**config.mk**
```make
export PLATFORM = sky130hd
export DESIGN_NAME = lsq_unit
export DESIGN_NICKNAME = d
export VERILOG_FILES = /design/src/rtl/lsq_unit.sv
export SDC_FILE = /design/constraint.sdc
export NUM_CORES = 1
export LEC_CHECK = 0
export CAP_MARGIN = 0
export CORE_MARGIN = 4
export CORE_UTILIZATION = 56
export CTS_CLUSTER_DIAMETER = 50
export DETAILED_ROUTE_END_ITERATION = 10
export PLACE_DENSITY = 0.88
export REMOVE_ABC_BUFFERS = 1
export SYNTH_ARGS = -nofsm -noshare
export SYNTH_HDL_FRONTEND = slang
export SYNTH_SLANG_ARGS = --single-unit
```
**constraint.sdc**
```tcl
create_clock -name clk -period 6.9 [get_ports clk]
set_input_delay 0.69 -clock clk [delete_from_list [all_inputs] [get_ports clk]]
set_output_delay 0.69 -clock clk [all_outputs]
set_load 0.005 [all_outputs]
```
**src/rtl/lsq_unit.sv**
```systemverilog
// lsq_unit: load/store reservation unit that issues the op matching the ROB head to a single memory port
// Ports:
//   clk, rst                    clock, synchronous active-high reset
//   i_alloc_* / o_alloc_ready   op allocation with back-pressure
//   i_cdb_*                     result broadcast for operand capture
//   i_rob_head_valid/i_rob_head oldest uncommitted tag, gates issue
//   i_flush                     discard all entries and any in-flight op
//   o_req_* / i_req_ready       memory request, valid/ready
//   i_resp_valid/i_resp_rdata   memory response (load data or store ack)
//   o_out_*                     completion to the ROB, o_out_exc = misaligned
module lsq_unit #(
    parameter int ENTRIES = 4,
    parameter int TAG_W   = 4,
    parameter int DATA_W  = 32,
    parameter int ADDR_W  = 32
) (
    input  logic              clk,
    input  logic              rst,
    input  logic              i_alloc_valid,
    output logic              o_alloc_ready,
    input  logic [TAG_W-1:0]  i_alloc_target,
    input  logic [1:0]        i_alloc_op,
    input  logic [1:0]        i_alloc_size,
    input  logic [DATA_W-1:0] i_alloc_offset,
    input  logic [DATA_W-1:0] i_alloc_val1,
    input  logic [DATA_W-1:0] i_alloc_val2,
    input  logic [TAG_W-1:0]  i_alloc_tag1,
    input  logic [TAG_W-1:0]  i_alloc_tag2,
    input  logic              i_cdb_valid,
    input  logic [TAG_W-1:0]  i_cdb_tag,
    input  logic [DATA_W-1:0] i_cdb_val,
    input  logic              i_rob_head_valid,
    input  logic [TAG_W-1:0]  i_rob_head,
    input  logic              i_flush,
    output logic              o_req_valid,
    input  logic              i_req_ready,
    output logic              o_req_we,
    output logic [ADDR_W-1:0] o_req_addr,
    output logic [1:0]        o_req_size,
    output logic [DATA_W-1:0] o_req_wdata,
    input  logic              i_resp_valid,
    input  logic [DATA_W-1:0] i_resp_rdata,
    output logic              o_out_valid,
    output logic [TAG_W-1:0]  o_out_tag,
    output logic [DATA_W-1:0] o_out_data,
    output logic              o_out_exc
);
    localparam int IW = $clog2(ENTRIES);
    localparam logic [TAG_W-1:0] INV = '1;
    typedef enum logic [1:0] {S_IDLE, S_REQ, S_WAIT, S_DRAIN} state_t;

    logic [ENTRIES-1:0] r_valid;
    logic [TAG_W-1:0]   r_target [ENTRIES];
    logic [TAG_W-1:0]   r_tag1 [ENTRIES];
    logic [TAG_W-1:0]   r_tag2 [ENTRIES];
    logic [1:0]         r_op [ENTRIES];
    logic [1:0]         r_size [ENTRIES];
    logic [DATA_W-1:0]  r_offset [ENTRIES];
    logic [DATA_W-1:0]  r_val1 [ENTRIES];
    logic [DATA_W-1:0]  r_val2 [ENTRIES];
    logic [IW-1:0]      r_idx;
    state_t             r_state, w_state_nxt;
    logic               r_out_valid, r_out_exc;
    logic [TAG_W-1:0]   r_out_tag;
    logic [DATA_W-1:0]  r_out_data;
    logic               w_free_found, w_sel_found, w_issue, w_exc, w_done, w_alloc, w_byp1, w_byp2;
    logic [IW-1:0]      w_free_idx, w_sel_idx;
    logic [2:0]         w_sel_lo;

    function automatic logic misaligned(input logic [2:0] a, input logic [1:0] sz);
        logic [3:0] m;
        m = (4'd1 << sz) - 4'd1;
        return |(a & m[2:0]);
    endfunction

    // Shift the sub-word to the top, then shift back arithmetically or logically.
    function automatic logic [DATA_W-1:0] extend(input logic [DATA_W-1:0] d, input logic [1:0] op, input logic [1:0] sz);
        int sh;
        logic [DATA_W-1:0] t;
        logic signed [DATA_W-1:0] s;
        sh = (8 << sz) >= DATA_W ? 0 : DATA_W - (8 << sz);
        t = d << sh;
        s = $signed(t) >>> sh;
        return op == 2'd0 ? s : t >> sh;
    endfunction

    // Descending scan so the lowest index wins for both searches.
    always_comb begin
        w_free_found = 1'b0;
        w_free_idx   = '0;
        w_sel_found  = 1'b0;
        w_sel_idx    = '0;
        for (int i = ENTRIES - 1; i >= 0; i--) begin
            if (!r_valid[i]) begin
                w_free_found = 1'b1;
                w_free_idx   = IW'(i);
            end
            if (r_valid[i] && r_target[i] == i_rob_head && r_tag1[i] == INV && r_tag2[i] == INV) begin
                w_sel_found = 1'b1;
                w_sel_idx   = IW'(i);
            end
        end
    end

    assign o_alloc_ready = w_free_found;
    assign w_sel_lo = 3'(r_val1[w_sel_idx] + r_offset[w_sel_idx]);
    assign w_issue  = r_state == S_IDLE && i_rob_head_valid && w_sel_found && !i_flush;
    assign w_exc    = w_issue && misaligned(w_sel_lo, r_size[w_sel_idx]);
    assign w_done   = r_state == S_WAIT && i_resp_valid;
    assign w_alloc  = i_alloc_valid && w_free_found && !i_flush;
    assign w_byp1   = i_cdb_valid && i_alloc_tag1 != INV && i_alloc_tag1 == i_cdb_tag;
    assign w_byp2   = i_cdb_valid && i_alloc_tag2 != INV && i_alloc_tag2 == i_cdb_tag;

    always_ff @(posedge clk) begin
        r_state <= rst ? S_IDLE : w_state_nxt;
    end

    // A response arriving together with a flush in WAIT is the one being drained.
    always_comb begin
        w_state_nxt = r_state;
        case (r_state)
            S_IDLE:  w_state_nxt = (w_issue && !w_exc) ? S_REQ : S_IDLE;
            S_REQ:   w_state_nxt = i_flush ? S_IDLE : (i_req_ready ? S_WAIT : S_REQ);
            S_WAIT:  w_state_nxt = i_resp_valid ? S_IDLE : (i_flush ? S_DRAIN : S_WAIT);
            S_DRAIN: w_state_nxt = i_resp_valid ? S_IDLE : S_DRAIN;
            default: w_state_nxt = S_IDLE;
        endcase
    end

    // Flush masks the request immediately so no handshake can slip through.
    always_comb begin
        o_req_valid = r_state == S_REQ && !i_flush;
        o_req_we    = r_op[r_idx] == 2'd2;
        o_req_addr  = ADDR_W'(r_val1[r_idx] + r_offset[r_idx]);
        o_req_size  = r_size[r_idx];
        o_req_wdata = r_val2[r_idx];
    end

    always_ff @(posedge clk) begin
        if (rst || i_flush) begin
            r_valid <= '0;
        end else begin
            for (int i = 0; i < ENTRIES; i++) begin
                if (i_cdb_valid && r_valid[i] && r_tag1[i] != INV && r_tag1[i] == i_cdb_tag) begin
                    r_val1[i] <= i_cdb_val;
                    r_tag1[i] <= INV;
                end
                if (i_cdb_valid && r_valid[i] && r_tag2[i] != INV && r_tag2[i] == i_cdb_tag) begin
                    r_val2[i] <= i_cdb_val;
                    r_tag2[i] <= INV;
                end
            end
            if (w_alloc) begin
                r_valid[w_free_idx]  <= 1'b1;
                r_target[w_free_idx] <= i_alloc_target;
                r_op[w_free_idx]     <= i_alloc_op;
                r_size[w_free_idx]   <= i_alloc_size;
                r_offset[w_free_idx] <= i_alloc_offset;
                r_val1[w_free_idx]   <= w_byp1 ? i_cdb_val : i_alloc_val1;
                r_tag1[w_free_idx]   <= w_byp1 ? INV : i_alloc_tag1;
                r_val2[w_free_idx]   <= w_byp2 ? i_cdb_val : i_alloc_val2;
                r_tag2[w_free_idx]   <= w_byp2 ? INV : i_alloc_tag2;
            end
            if (w_exc) r_valid[w_sel_idx] <= 1'b0;
            if (w_done) r_valid[r_idx] <= 1'b0;
            if (w_issue) r_idx <= w_sel_idx;
        end
    end

    always_ff @(posedge clk) begin
        if (rst) begin
            r_out_valid <= 1'b0;
            r_out_tag   <= INV;
            r_out_data  <= '0;
            r_out_exc   <= 1'b0;
        end else begin
            r_out_valid <= w_exc || (w_done && !i_flush);
            if (w_exc) begin
                r_out_tag  <= r_target[w_sel_idx];
                r_out_data <= '0;
                r_out_exc  <= 1'b1;
            end else if (w_done && !i_flush) begin
                r_out_tag  <= r_target[r_idx];
                r_out_data <= r_op[r_idx] == 2'd2 ? '0 : extend(i_resp_rdata, r_op[r_idx], r_size[r_idx]);
                r_out_exc  <= 1'b0;
            end
        end
    end

    assign o_out_valid = r_out_valid;
    assign o_out_tag   = r_out_tag;
    assign o_out_data  = r_out_data;
    assign o_out_exc   = r_out_exc;
endmodule

```
==> key figures <==
Critical path
  • Startpoint types: flop
  • Worst path bufs/invs: 1
  • Worst-path cell chain: mux4_2 > ha_1 > nand4_1 > nor2_1 > o2111ai_1 > a31oi_1 > nand3_1 > o21ai_0 > a211oi_1 > o21ai_0 > a21oi_1 > xnor2_1 > clkdlybuf4s50_1
  • CP most frequent cell: o21ai_0
  • Crit. End Element: primary output
  • Worst Path Arrival: 5600 ps
  • Critical setup path kind: flop to primary output
  • CP max stage delay: slightly above 900 ps
  • CP required: just over 6000 ps
  • Slowest stage cell, crit path: dfxtp_4
  • Delay-heaviest family, CP: compound AO/OA/AOI/OAI gates
  • Critical-path maximum fanout: 43

Floorplanning
  • DIE WIDTH: about 220 µm
  • Die Area: 46470 µm²
  • Num ports: between 200 and 300
  • Starting Density: a little under three fifths
  • Placement Rows: 75
  • Core area: around 42000 µm²
  • Die Height: 215.6 µm

STA
  • Slew @ Worst Pin: 1190 ps
  • Endpoints failing setup: 0
  • Final TNS setup: 0 ps
  • Tcrit/Tclk final: 91.13%
  • Final Hold Fails: 0
  • Peak Freq: between 150 and 200 MHz
  • Min Tclk post-route: between 6000 and 7000 ps
  • Final worst clock skew: around 22 ps
  • Fin. max-slew vios: 0
  • RSZ-0062 raised after global routing: false
  • Rel. slew slack: 20.39%

Route
  • Residual DRC: 0
  • Drt first pass iters: 6
  • Post-DR wirelength/cell: ~27 µm
  • DRT iter0 DRCs: slightly below 2000
  • Detail Route Antenna Nets: 0
  • Final wirelength: about 66000 µm
  • Via count: 15970
  • Via/cell ratio: between 6 and 7

Cells and area
  • Number of nets in the layout: roughly 2100
  • Fill count: approximately 2700
  • Area Overhead vs Synth: 22.10%
  • Register area: 14440 µm²
  • Most common cell after layout, fill and taps aside: edfxtp_1
  • Multi-input gate area: 9340 µm²
  • Layout cells sized above 1: between 20% and 30%
  • Most frequent cells in the layout: edfxtp_1, clkdlybuf4s50_1, mux2_2
  • Finished Cell Area: 29460 µm²

CTS
  • Root buffer cell: clkbuf_16
  • Hold buffer count at CTS: 0
  • Clk sinks: 496
  • CTS Buf Count: 54
  • H-tree levels: 2
  • Post-CTS Setup Bufs: 0
  • Max Root-Sink Buffers: 3
  • Post-CTS resize count: 0
  • Clock Latency Late Sink: around 610 ps
  • CTS clk-pin slew, worst paths: roughly 60 ps
  • TritonCTS clock tree: built

Global route
  • Initial antenna violation count: 11
  • First-pass GRT wire length: 99460 µm
  • Largest net degree at the start of global routing: 56
  • Number of global-route vias before repair: 16410
  • GRT Util Overall: ~28%
  • Grt ovf: 0

Pwr
  • Pwr Density: between 200 and 250 nW/µm²
  • Peak VDD IR: between 0.2 and 0.25 mV
  • Leak pwr: a little under 10 nW

Synthesis
  • Area contributors post-synth: edfxtp_1, mux2_2, mux4_2
  • Post-synthesis sequential area ratio: between 50% and 60%
  • FF+latch count, synth: 496
  • Syn Area/Cell: roughly 15 µm²
  • Synth Flop Type: edfxtp_1
  • Top cell type's share of synthesized area: about 56%
  • Asr flop ratio synth: 0%
  • Number of synthesized flops with an enable pin: 450
  • Mapped Area: approximately 24000 µm²
  • Post-synth top area cell: edfxtp_1
  • Syn Inst Count: around 1600
  • Yosys warnings: 0
  • Synth unique cells: ~70

Place
  • I/O Buffers: ~300
  • GP Congestion: approximately 0.93
  • Dpl hpwl: 43190 µm
  • DP Area: around 28000 µm²

Run
  • Total of max-cap violations: 0

Status
  • Outcome: complete, no violations

Hold path
  • Hold Crit Class: flop to flop
metrics by stage:
| stage | setup WS [ps] | power (mW) | cells | utilization (%) | hold slack (ps) |
|---|---|---|---|---|---|
| floorplan | -894.4 | 3.587 | 1525 | - | 448.3 |
| global placement | 1301 | 3.848 | 2385 | 65.68 | 437.4 |
| detailed placement | 1270 | 3.866 | 2385 | 65.68 | 444.8 |
| CTS | 567.2 | 6.617 | 2485 | 69.71 | 456.7 |
| global route | 260.0 | 6.795 | 2491 | 69.75 | 480.2 |
| finish | 611.9 | 6.605 | 2493 | 69.76 | 456.5 |
worst reg2reg max path, cell delays in order, from the launching register on:
cell	delay, ps
edfxtp_1	450
xor2_1	190
or4_4	580
nor3_4	310
nand2b_1	280
nor2_1	240
a222oi_1	340
nand2_1	100
ha_1	200
fa_1	430
xnor2_1	210
o311ai_4	540
or2_1	170
buf_4	350
nor2_1	110
synthesized netlist by cell type (all sizes together), types with 30 or more instances:
cell type / n
a21oi: 98
buf: 33
clkbuf: 38
dfxtp: 46
edfxtp: 450
ha: 32
inv: 30
mux2: 256
mux4: 102
nand2: 80
nand3: 38
nor2: 74
o21ai: 34
xnor2: 37
xor2: 48
kinds of logic after synthesis:
| kind of cell | after synthesis | synth area share (%) |
|---|---|---|
| AO/OA/AOI/OAI | 208 | 5.544 |
| XOR/XNOR | 85 | 3.086 |
| adder cells (fa/ha/maj) | 34 | 1.825 |
| buffers and inverters | 101 | 1.685 |
| flip-flops | 496 | 59.82 |
| multiplexers | 364 | 21.72 |
| AND/OR/NAND/NOR | 308 | 6.316 |
flip-flops by register name, summed over array words and instances (netlist names), 4 cells and up, named ones only:
register    count
r_tag1         16
o_out_tag       4
r_op            8
r_target       16
r_tag2         16
r_size          8
o_out_data     32
r_offset      128
r_val2        128
r_valid         4
r_val1        128
layer usage:
| layer | global-route usage, % | wire [µm] | share of wire, % |
|---|---|---|---|
| met5 | 0 | 29 | 0.044 |
| met3 | 5.837 | 5965 | 9.0 |
| met1 | 36.11 | 25470 | 38 |
| met2 | 47.59 | 33060 | 50 |
| met4 | 9.341 | 1881 | 2.8 |
area by class of cell:
type                    count  share of cell area, %
diodes                      8                0.06796
clock buffers              64                  4.715
clock inverters            36                  1.062
inverters                  30                 0.3823
multi-input cells         999                  31.71
flip-flops and latches    496                  49.02
well taps                 539                  2.289
repair buffers            321                  10.75
where the power goes:
group | internal (mW) | total (mW) | switching [mW]
Clock | 1.59 | 2.79 | 1.19
Combinational | 0.268 | 0.504 | 0.236
Sequential | 3.30 | 3.31 | 0.0101
final timing paths:
path,endpoint,start,slack [ps],cells past startpoint
worst max-delay path,o_req_addr[31],flop,610,13
worst min-delay path,o_out_data[5],o_out_data[5],460,2
worst max register to register,o_out_data[8],r_target[0][3],2260,14
worst min register to register,o_out_data[5],o_out_data[5],460,2
Power figures use the tool's default switching activity.
